==> src/rtl/ip_access_ctrl_if.sv <==
// Bus bundle between the CPU decode stage, the access controller and the
// attached IP blocks. The controller takes the master view; the
// surrounding system (CPU pipeline plus IPs) takes the slave view.
`timescale 1ns/1ps
interface ip_access_ctrl_if #(
  parameter int NUM_IP = 4,
  parameter int SEL_W  = 5,
  parameter int DATA_W = 32
);
  // CPU decode side
  logic [5:0]               opcode;
  logic [SEL_W-1:0]         subopcode;
  logic                     issue;
  logic                     stall;
  logic                     IP_write;
  logic [DATA_W-1:0]        rdata;
  logic                     err;
  logic [1:0]               err_code;
  // IP side
  logic [NUM_IP-1:0]        ip_ready;
  logic [NUM_IP*DATA_W-1:0] ip_rdata;
  logic [NUM_IP-1:0]        ip_sel;
  logic                     ip_req;
  logic                     datarw;
  logic                     dataena;

  modport master (
    input  opcode, subopcode, issue, ip_ready, ip_rdata,
    output ip_sel, ip_req, datarw, dataena, IP_write, rdata, stall, err, err_code
  );

  modport slave (
    output opcode, subopcode, issue, ip_ready, ip_rdata,
    input  ip_sel, ip_req, datarw, dataena, IP_write, rdata, stall, err, err_code
  );
endinterface

==> src/rtl/ip_access_ctrl.sv <==
// LWIP/SWIP access controller for NUM_IP attached IP blocks. Decodes the
// instruction, runs a req/ready handshake with the IP picked by subopcode,
// stalls the pipeline while the access is in flight, captures load data and
// reports illegal-index or timeout errors.
`timescale 1ns/1ps
module ip_access_ctrl #(
  parameter int NUM_IP  = 4,
  parameter int SEL_W   = 5,
  parameter int DATA_W  = 32,
  parameter int TIMEOUT = 16,
  parameter int CNT_W   = 5
) (
  input logic              clk,
  input logic              rst,
  ip_access_ctrl_if.master bus
);

  localparam logic [5:0] OP_LWIP = 6'b111111;
  localparam logic [5:0] OP_SWIP = 6'b111110;

  typedef enum logic [1:0] {
    S_IDLE,
    S_ACCESS,
    S_DONE,
    S_ERR
  } state_t;

  state_t              state_q, state_d;
  logic [NUM_IP-1:0]   sel_oh_q, sel_oh_d;
  logic                rw_q;
  logic [CNT_W-1:0]    cnt_q;
  logic [DATA_W-1:0]   rdata_q;
  logic [1:0]          err_code_q;

  logic                is_mem_op;
  logic                req_ok;
  logic                req_bad;
  logic                ready_sel;
  logic                timeout;
  logic                stall_c;
  logic [DATA_W-1:0]   rdata_sel;

  // One-hot decode of subopcode; an out-of-range index yields all zeros.
  always_comb begin
    // NOTE: every always_comb output gets a default first so no path leaves it unassigned (no latch).
    sel_oh_d = '0;
    for (int i = 0; i < NUM_IP; i++) begin
      sel_oh_d[i] = (bus.subopcode == SEL_W'(i));
    end
  end

  assign is_mem_op = bus.issue && ((bus.opcode == OP_LWIP) || (bus.opcode == OP_SWIP));
  assign req_ok    = is_mem_op && (|sel_oh_d);
  assign req_bad   = is_mem_op && !(|sel_oh_d);
  assign timeout   = (cnt_q == CNT_W'(TIMEOUT - 1));

  // Pick ready and read data of the latched IP; other IPs are ignored.
  always_comb begin
    ready_sel = |(bus.ip_ready & sel_oh_q);
    rdata_sel = '0;
    for (int i = 0; i < NUM_IP; i++) begin
      if (sel_oh_q[i]) rdata_sel = bus.ip_rdata[i*DATA_W +: DATA_W];
    end
  end

  // State register.
  always_ff @(posedge clk or posedge rst) begin
    // NOTE: sequential state uses non-blocking assignments so all registers update together at the edge.
    if (rst) state_q <= S_IDLE;
    else     state_q <= state_d;
  end

  // Next-state logic; stall is combinational so it covers the issue cycle.
  always_comb begin
    state_d = state_q;
    stall_c = 1'b0;
    case (state_q)
      S_IDLE: begin
        if (req_ok) begin
          state_d = S_ACCESS;
          stall_c = 1'b1;
        end else if (req_bad) begin
          state_d = S_ERR;
        end
      end
      S_ACCESS: begin
        stall_c = 1'b1;
        // Ready is checked first, so it wins over a coincident timeout.
        if (ready_sel)    state_d = S_DONE;
        else if (timeout) state_d = S_ERR;
      end
      S_DONE:  state_d = S_IDLE;
      S_ERR:   state_d = S_IDLE;
      default: state_d = S_IDLE;
    endcase
  end

  // Access context, timeout counter, load data and error code registers.
  always_ff @(posedge clk or posedge rst) begin
    if (rst) begin
      sel_oh_q   <= '0;
      rw_q       <= 1'b0;
      cnt_q      <= '0;
      rdata_q    <= '0;
      err_code_q <= 2'b00;
    end else begin
      case (state_q)
        S_IDLE: begin
          cnt_q <= '0;
          if (req_ok) begin
            sel_oh_q <= sel_oh_d;
            rw_q     <= (bus.opcode == OP_SWIP);
          end else if (req_bad) begin
            err_code_q <= 2'b01;
          end
        end
        S_ACCESS: begin
          cnt_q <= cnt_q + 1'b1;
          if (ready_sel) begin
            // Stores never touch the load data register.
            if (!rw_q) rdata_q <= rdata_sel;
          end else if (timeout) begin
            err_code_q <= 2'b10;
          end
        end
        default: cnt_q <= '0;
      endcase
    end
  end

  // Outputs are decoded from the state and the latched context only.
  assign bus.ip_req   = (state_q == S_ACCESS);
  assign bus.ip_sel   = (state_q == S_ACCESS) ? sel_oh_q : '0;
  assign bus.datarw   = (state_q == S_ACCESS) && rw_q;
  assign bus.dataena  = (state_q == S_ACCESS) && !rw_q;
  assign bus.IP_write = (state_q == S_DONE) && !rw_q;
  assign bus.err      = (state_q == S_ERR);
  assign bus.rdata    = rdata_q;
  assign bus.err_code = err_code_q;
  assign bus.stall    = stall_c;

endmodule

==> src/flat_wrapper.sv <==
// flat-port wrapper written by rule: the top's interface ports become plain ports
module ip_access_ctrl_flat 
#(
  parameter int NUM_IP  = 4,
  parameter int SEL_W   = 5,
  parameter int DATA_W  = 32,
  parameter int TIMEOUT = 16,
  parameter int CNT_W   = 5
)
  (clk, rst, bus_opcode, bus_subopcode, bus_issue, bus_ip_ready, bus_ip_rdata, bus_ip_sel, bus_ip_req, bus_datarw, bus_dataena, bus_IP_write, bus_rdata, bus_stall, bus_err, bus_err_code);
  ip_access_ctrl_if #(.NUM_IP(NUM_IP), .SEL_W(SEL_W), .DATA_W(DATA_W)) bus_i ();
  input logic clk;
  input logic rst;
  input wire logic [$bits(bus_i.opcode)-1:0] bus_opcode;
  input wire logic [$bits(bus_i.subopcode)-1:0] bus_subopcode;
  input wire logic [$bits(bus_i.issue)-1:0] bus_issue;
  input wire logic [$bits(bus_i.ip_ready)-1:0] bus_ip_ready;
  input wire logic [$bits(bus_i.ip_rdata)-1:0] bus_ip_rdata;
  output wire logic [$bits(bus_i.ip_sel)-1:0] bus_ip_sel;
  output wire logic [$bits(bus_i.ip_req)-1:0] bus_ip_req;
  output wire logic [$bits(bus_i.datarw)-1:0] bus_datarw;
  output wire logic [$bits(bus_i.dataena)-1:0] bus_dataena;
  output wire logic [$bits(bus_i.IP_write)-1:0] bus_IP_write;
  output wire logic [$bits(bus_i.rdata)-1:0] bus_rdata;
  output wire logic [$bits(bus_i.stall)-1:0] bus_stall;
  output wire logic [$bits(bus_i.err)-1:0] bus_err;
  output wire logic [$bits(bus_i.err_code)-1:0] bus_err_code;
  assign bus_i.opcode = bus_opcode;
  assign bus_i.subopcode = bus_subopcode;
  assign bus_i.issue = bus_issue;
  assign bus_i.ip_ready = bus_ip_ready;
  assign bus_i.ip_rdata = bus_ip_rdata;
  assign bus_ip_sel = bus_i.ip_sel;
  assign bus_ip_req = bus_i.ip_req;
  assign bus_datarw = bus_i.datarw;
  assign bus_dataena = bus_i.dataena;
  assign bus_IP_write = bus_i.IP_write;
  assign bus_rdata = bus_i.rdata;
  assign bus_stall = bus_i.stall;
  assign bus_err = bus_i.err;
  assign bus_err_code = bus_i.err_code;
  ip_access_ctrl #(.NUM_IP(NUM_IP), .SEL_W(SEL_W), .DATA_W(DATA_W), .TIMEOUT(TIMEOUT), .CNT_W(CNT_W)) u_core (.clk(clk), .rst(rst), .bus(bus_i));
endmodule
==> config.mk <==
export PLATFORM = sky130hd
export DESIGN_NAME = ip_access_ctrl_flat
export DESIGN_NICKNAME = d
export VERILOG_FILES = /design/src/rtl/ip_access_ctrl_if.sv /design/src/rtl/ip_access_ctrl.sv /design/src/flat_wrapper.sv
export SDC_FILE = /design/constraint.sdc
export NUM_CORES = 1
export LEC_CHECK = 0
export CORE_AREA = 2 2 86 88
export DETAILED_ROUTE_END_ITERATION = 12
export DIE_AREA = 0 0 88 90
export PLACE_DENSITY = 0.89
export SLEW_MARGIN = 20
export SYNTH_ARGS = -nofsm -noshare
export SYNTH_HDL_FRONTEND = slang
export SYNTH_SLANG_ARGS = --single-unit
==> constraint.sdc <==
create_clock -name clk -period 3.5 [get_ports clk]
set_clock_uncertainty 0.15 [all_clocks]
set_input_delay 0.7 -clock clk [delete_from_list [all_inputs] [get_ports clk]]
set_output_delay 0.7 -clock clk [all_outputs]
set_load 0.01 [all_outputs]
# Yosys cells after proc, flatten, opt, wreduce, memory -nomap -nowiden

Index checks and enable logic that the tools add are counted.
Widths: inputs -> output; s select.

Equality and inequality tests: 15
Multiplexer cells: 18
$add $sub $neg: 1
Bitwise logic cells: 2
Reductions and logical operators: 19

Operator list:

| cell                | count |
|---|---|
| $mux 32             | 4 |
| $mux 2              | 8 |
| $eq 6x6->1 const B  | 2 |
| $eq 5x2->1 const B  | 2 |
| $reduce_or 4->1     | 2 |
| $logic_and 1x1->1   | 6 |
| $ne 3x1->1 const B  | 2 |
| $pmux 2 s3          | 1 |
| $add 5x1->5 const B | 1 |
| $eq 5x1->1 const B  | 1 |
| $eq 5x4->1 const B  | 1 |
| $logic_not 5->1     | 1 |
| $mux 5              | 1 |
| $reduce_and 5->1    | 1 |
| $and 4x4->4         | 1 |
| $eq 2x2->1 const B  | 2 |
| $mux 4              | 1 |
| $ne 2x1->1 const B  | 2 |
| $ne 2x2->1 const B  | 2 |
| $pmux 2 s2          | 1 |
| $reduce_and 2->1    | 2 |
| $reduce_and 3->1    | 1 |
| $eq 2x1->1 const B  | 1 |
| $logic_not 1->1     | 2 |
| 7 further kinds     | 7 |

Logic and storage cells: 61
Flip-flop bits (word level): 46
Output and inout bits: 44

# Longest topological paths before layout

Gate-level depths: netlist of the first run.

Word-level depth: 7
Depth in mapped cells: 6
Mapped depth without buffers: 5

# Worst setup path before layout of the first run

No wires, ideal clock.

Path type: in2out
Start: in bus_subopcode[4]
End: out bus_stall
Stages on the path: 4
Data required time: 2650 ps
Arrival time: 1990 ps
Slack: 660 ps
Cell sequence: or4_1 -> or4_4 -> buf_6 -> a21oi_1

Word-level cells in the longest chain between the ends: 5

RTL lines:

| what                               | RTL line             | RTL |
|---|---|---|
| from (decl)                        | flat_wrapper.sv:15   | `input wire logic [$bits(bus_i.subopcode)-1:0] bus_subopcode;` |
| $eq 5x1->1 (tied with other cells) | ip_access_ctrl.sv:48 | `sel_oh_d[i] = (bus.subopcode == SEL_W'(i));` |
| $reduce_or 4->1 (*)                | ip_access_ctrl.sv:53 | `assign req_ok = is_mem_op && (\|sel_oh_d);` |
| $logic_and 1x1->1 (*)              | ip_access_ctrl.sv:53 |  |
| $mux 1 (*)                         | ip_access_ctrl.sv:79 | `if (req_ok) begin` |
| $pmux 1 s2 (*)                     | ip_access_ctrl.sv:77 | `case (state_q)` |
| to (decl)                          | flat_wrapper.sv:25   | `output wire logic [$bits(bus_i.stall)-1:0] bus_stall;` |

Mark *: on every way between the ends. The rest lies on a longest branch, timed or not.

# Worst setup path in the final report of the first run

Ends and elaborated chain as after synthesis.

==> impl_results.md, run 1 <==
- Status: finished clean
- Min Tclk post-route: 3360 ps
- Pleak: 0.00174 uW
- Setup tns final: 0 ps
- Mapped Area: 2490 um2
- Most frequent cells in the layout: 188 x clkdlybuf4s50_1, 46 x dfrtp_1, 40 x nand2_1
- # Post-CTS Setup Buffers: 0
- DR vias: 3047
- # port buffers: 189
- Initial Util: 0.355
- WP data arrival: 2510 ps
- Initial antenna violation count: 0
- Ant diodes: 0
- Final setup viols: 0
- Worst endpoint required time: 2650 ps
- Gr ovfl total: 0
- Peak supply drop: 0.213 mV
- Area of the multi-input gates: 1220 um2
- Crit path largest cell delay: 490 ps
- Drt first-iter violations: 117
- Vias/cell: 5.59
- Hold WC Path Type: flop to flop
- Reg area: 1150 um2
- CTS tree: built
- Final hold violations: 0
- Clock buffer count from CTS: 5
- Row count: 31
- Sequential area share after synthesis: 0.462
- Max_cap viols: 0
- Post-DP HPWL: 7470 um
- Worst-skew pair later-pin latency: 290 ps
- Syn Nets: 416
- Pins Over Slew Limit: 0
- Crit-path max FO: 2
- CTS H-tree lvls: 2
- Max Clk Rate: 298 MHz
- Worst-Margin Slew: 976 ps
- Setup crit start kind: primary input
- Core Region: 7020 um2
- RSZ-0062 raised after global routing: false
- Final Cell Area: 4550 um2
- Die height: 90 um
- Clock sink count: 46
- Fillers: 617
- IO Count: 190
- First-pass DRT Iterations: 4
- Die W: 88 um
- Syn Area/Cell: 9.29 um2
- DRC violations left: 0
- Hold WS: 328 ps
- Netlist cell types: 33
- Routability-driven placement congestion ratio: 0.925
- Final #Nets: 594
- FF+latch count, synth: 46
- Layout cell share with drive strength beyond 1: 0.0471
- Die Area: 7920 um2
- First-pass GRT wire length: 14700 um
- Syn Inst Count: 268
- Critical-path cell list: clkdlybuf4s50_1, or4_1, or4_4, a21oi_1, dlygate4sd2_1
- Fin crit share: 0.959
- Synthesis warning total: 0
- Bufs and invs on worst path: 2
- Place WS: -136 ps
- Setup CP Type: primary input to primary output
- Syn-to-layout area delta: 82.7%
- Pin count of the biggest net entering global routing: 47
- Vias in the first global route: 3015
- Worst-path clk slew: 80 ps
- Antenna Violating Nets Remaining: 0
- Slew headroom: 0.348
- CP Capture Type: primary output
- Delay-heaviest family, CP: simple AND/OR/NAND/NOR gates
- Wire per inst: 17.9 um
- Final worst-path setup slack: 143 ps
- Maximum root-to-sink buffer count: 2
- Commonest non-fill, non-tap cell in the layout: clkdlybuf4s50_1
- Critical-path top delay cell: or4_1
- Pwr/cell area: 262 nW/um2
- Clock root buffer: clkbuf_8
- GR Util All Layers: 0.236
- Total routed wirelength: 9750 um
- Area after DPL: 4470 um2
-- Yosys cell counts (all sizes together) --
library cell  number  area share
or4                2      0.0075
nand2             41       0.062
buf                1      0.0045
a221oi            32        0.11
a31oi              2      0.0050
dfrtp             46        0.46
xnor2              1      0.0035
clkbuf            25       0.038
nand4              1      0.0025
nor2              10       0.015
or2                1      0.0025
o31ai             34        0.10
a211oi             1      0.0030
o22ai             31       0.078
and3               6       0.015
nand3              2      0.0040
a21oi              6       0.012
a22o               2      0.0070
ha                 2       0.010
xor2               1      0.0035
o21ai              3      0.0075
nand3b             1      0.0030
nor3               4      0.0080
inv                7       0.011
or3                1      0.0025
a311oi             1      0.0035
nor3b              1      0.0030
nor2b              1      0.0025
o41ai              2      0.0070
-- report_power, final --
group          total [uW]  switching (uW)  leakage, uW  internal (uW)
logic                 310             110      0.00106            200
clock network         307             169    0.0000383            138
registers             574            26.3     0.000641            548
-- cell type report --
cell class,instances,share of cell area
Sequential cell,46,0.253
Inverter,7,0.00578
Clock buffer,7,0.0168
Timing Repair Buffer,197,0.429
Tap cell,99,0.0272
Multi-Input combinational cell,189,0.268
-- final timing paths --
check	startpoint	endpoint	slack [ps]	depth (start not counted)
min	u_core.bus.rdata[27]$_DFFE_PP0P_	u_core.bus.rdata[27]$_DFFE_PP0P_	330	2
max	bus_subopcode[4]	bus_stall	140	5
max in group asynchronous	rst	u_core.bus.rdata[22]$_DFFE_PP0P_	1790	2
min in group asynchronous	rst	u_core.bus.rdata[6]$_DFFE_PP0P_	810	2
max reg2reg	u_core.sel_oh_q[1]$_DFFE_PP0P_	u_core.bus.rdata[16]$_DFFE_PP0P_	1060	5
min reg2reg	u_core.bus.rdata[27]$_DFFE_PP0P_	u_core.bus.rdata[27]$_DFFE_PP0P_	330	2
-- sequential cells by signal, indices dropped and copies added (netlist names) --
| name | cells |
|---|---|
| u_core.sel_oh_q | 4 |
| u_core.bus.rdata | 32 |
| u_core.cnt_q | 5 |
| u_core.rw_q | 1 |
| u_core.bus.err_code | 2 |
| u_core.state_q | 2 |
-- metal layers --
| metal | vias to the layer above | share of wire | GRT usage |
|---|---|---|---|
| met5 | - | 0 | 0 |
| met4 | 0 | 0.024 | 0.0846 |
| met3 | 22 | 0.082 | 0.0441 |
| met2 | 151 | 0.52 | 0.424 |
| met1 | 1463 | 0.37 | 0.272 |
| li1 | 1411 | - | - |
-- worst min-delay path, stage by stage, from the launching register on --
cell	delay [ps]
dfrtp_1	350
nand2_1	50
o31ai_1	50
-- what timing repair did --
item / 4_1_cts / 5_1_grt
hold buffers: 0 / 0
setup endpoints to repair: 1 / 0
resized for setup: 1 / 0
-- through the flow --
stage	power [uW]	utilization	instances
6_report	1190	0.648	545
3_3_place_gp	885	0.637	538
2_1_floorplan	660	-	268
5_1_grt	1250	0.648	545
3_5_place_dp	897	0.637	538
4_1_cts	1200	0.647	545
-- logic make-up (layout without fill, tap and decap cells) --
| group | Yosys count | in the layout | share of synthesized area |
|---|---|---|---|
| simple gates | 71 | 71 | 0.128 |
| compound gates | 114 | 114 | 0.340 |
| flops | 46 | 46 | 0.462 |
| buf+inv | 33 | 211 | 0.0528 |
| xor+xnor | 2 | 2 | 0.00704 |
| fa+ha+maj | 2 | 2 | 0.0100 |
Power figures use the tool's default switching activity.
==> run 2: changes to the inputs <==
--- a/config.mk
+++ b/config.mk
@@ -5,6 +5,7 @@
 export SDC_FILE = /design/constraint.sdc
 export NUM_CORES = 1
 export LEC_CHECK = 0
+export CAP_MARGIN = 0
 export CORE_AREA = 2 2 86 88
 export DETAILED_ROUTE_END_ITERATION = 12
 export DIE_AREA = 0 0 88 90
==> results of run 2 <==
The final DEF is identical to that of run 1; final timing and power are the same.
==> run 3: changes to the inputs <==
--- a/config.mk
+++ b/config.mk
@@ -6,9 +6,10 @@
 export NUM_CORES = 1
 export LEC_CHECK = 0
 export CAP_MARGIN = 0
-export CORE_AREA = 2 2 86 88
+export CORE_AREA = 2 2 102 74
 export DETAILED_ROUTE_END_ITERATION = 12
-export DIE_AREA = 0 0 88 90
+export DIE_AREA = 0 0 104 76
+export HOLD_SLACK_MARGIN = 0.08
 export PLACE_DENSITY = 0.89
 export SLEW_MARGIN = 20
 export SYNTH_ARGS = -nofsm -noshare
==> run 3 against run 2 <==
Net effect: clock power fell by 2%; combinational power increased by 4%; sequential power fell by 1%; setup slack worse by 24 ps; largest cell class unchanged; sequential cell count did not move; wire length is 3.3% lower; critical path depth stayed put; sequential share of layout area decreased by 0.083 points; global-route usage is 0.22 points higher.
==> impl_results.md, run 3 (same netlist as run 1, synthesis figures left out) <==
- Status: finished clean
- Die W: 104 um
- CTS tree: built
- First-pass GRT wire length: 15300 um
- Setup tns final: 0 ps
- Commonest non-fill, non-tap cell in the layout: clkdlybuf4s50_1
- Clock root buffer: clkbuf_8
- Initial Util: 0.354
- Pins Over Slew Limit: 0
- Final Cell Area: 4560 um2
- Ant diodes: 0
- Cts hold-fix bufs: 0
- DRC violations left: 0
- DR vias: 3026
- Pin count of the biggest net entering global routing: 47
- Worst-skew pair later-pin latency: 290 ps
- Worst endpoint required time: 2650 ps
- Most frequent cells in the layout: 188 x clkdlybuf4s50_1, 46 x dfrtp_1, 40 x nand2_1
- # port buffers: 189
- Area after DPL: 4480 um2
- Design Power: 1190 uW
- Wire per inst: 17.3 um
- Max Clk Rate: 296 MHz
- Setup crit start kind: primary input
- WP data arrival: 2530 ps
- Drt first-iter violations: 113
- Total routed wirelength: 9430 um
- Setup CP Type: primary input to primary output
- Reg area: 1150 um2
- Peak supply drop: 0.149 mV
- Final setup viols: 0
- IO Count: 190
- Hold WC Path Type: flop to flop
- Die height: 76 um
- Min Tclk post-route: 3380 ps
- Clock sink count: 46
- Core Region: 7030 um2
- Pleak: 0.00175 uW
- Slew headroom: 0.458
- CTS H-tree lvls: 2
- CP Capture Type: primary output
- Place WS: -160 ps
- Fillers: 574
- RSZ-0062 raised after global routing: false
- Post-cts resize count: 1
- Die Area: 7900 um2
- Final worst-path setup slack: 119 ps
- # Post-CTS Setup Buffers: 0
- Fin crit share: 0.966
- Vias in the first global route: 3060
- Post-DP HPWL: 6980 um
- Syn-to-layout area delta: 83.3%
- Row count: 26
- Max FFs per register: 32
- Final hold violations: 0
- Area of the multi-input gates: 1220 um2
- Gr ovfl total: 0
- Clock buffer count from CTS: 5
- GR Util All Layers: 0.238
- Final #Nets: 596
- Routability-driven placement congestion ratio: 0.850
- Worst-path clk slew: 90 ps
- Antenna Violating Nets Remaining: 0
- First-pass DRT Iterations: 4
- Initial antenna violation count: 0
- Finished Core Util: 0.649
- Max_cap viols: 0
- Crit-path max FO: 2
- Maximum root-to-sink buffer count: 2
- Vias/cell: 5.54
- Layout cell share with drive strength beyond 1: 0.0513
- Pwr/cell area: 261 nW/um2
- Worst-Margin Slew: 812 ps
==> run 3: cell count changes in the layout (fill, tap and decap cells not counted), sizes merged <==
cell and change:
buf +2, clkinv +1, inv -1
==> run 3: worst max-delay path, stage by stage <==
cell and delay, ps:
clkdlybuf4s50_1 420, or4_1 510, or4_4 430, a21oi_1 180
dlygate4sd2_1 290
==> run 3: cell type report <==
cell class,count,area share
Multi-Input combinational cell,189,0.267
Inverter,7,0.00603
Sequential cell,46,0.252
Tap cell,98,0.0269
Clock buffer,7,0.0167
Timing Repair Buffer,199,0.431
==> run 3: final timing paths <==
check | slack, ps | cells past startpoint | from | to
setup / recovery | 120 | 5 | bus_subopcode[4] | bus_stall
hold / removal | 310 | 1 | u_core.cnt_q[0]$_DFF_PP0_ | u_core.cnt_q[0]$_DFF_PP0_
setup reg to reg | 1220 | 4 | u_core.sel_oh_q[3]$_DFFE_PP0P_ | u_core.bus.rdata[6]$_DFFE_PP0P_
hold reg to reg | 310 | 1 | u_core.cnt_q[0]$_DFF_PP0_ | u_core.cnt_q[0]$_DFF_PP0_
max in group asynchronous | 1990 | 2 | rst | u_core.bus.rdata[28]$_DFFE_PP0P_
min in group asynchronous | 730 | 2 | rst | u_core.bus.rdata[2]$_DFFE_PP0P_
==> run 3: stage by stage <==
stage | hold slack (ps) | cells
2_1_floorplan | 283 | 268
3_3_place_gp | 299 | 539
3_5_place_dp | 299 | 539
4_1_cts | 310 | 546
5_1_grt | 351 | 546
6_report | 307 | 546
==> run 3: report_power, final <==
part,switching (uW),total (uW),internal [uW],leakage (uW)
clock network,162,300,138,0.0000383
registers,20.1,568,548,0.000641
logic,115,321,206,0.00107
==> run 3: metal layers <==
layer	track usage	routed length, um	vias to the layer above
li1	-	-	1418
met1	0.300	3860	1441
met2	0.416	4720	160
met3	0.0693	812	7
met4	0.0338	39	0
met5	0	0	-
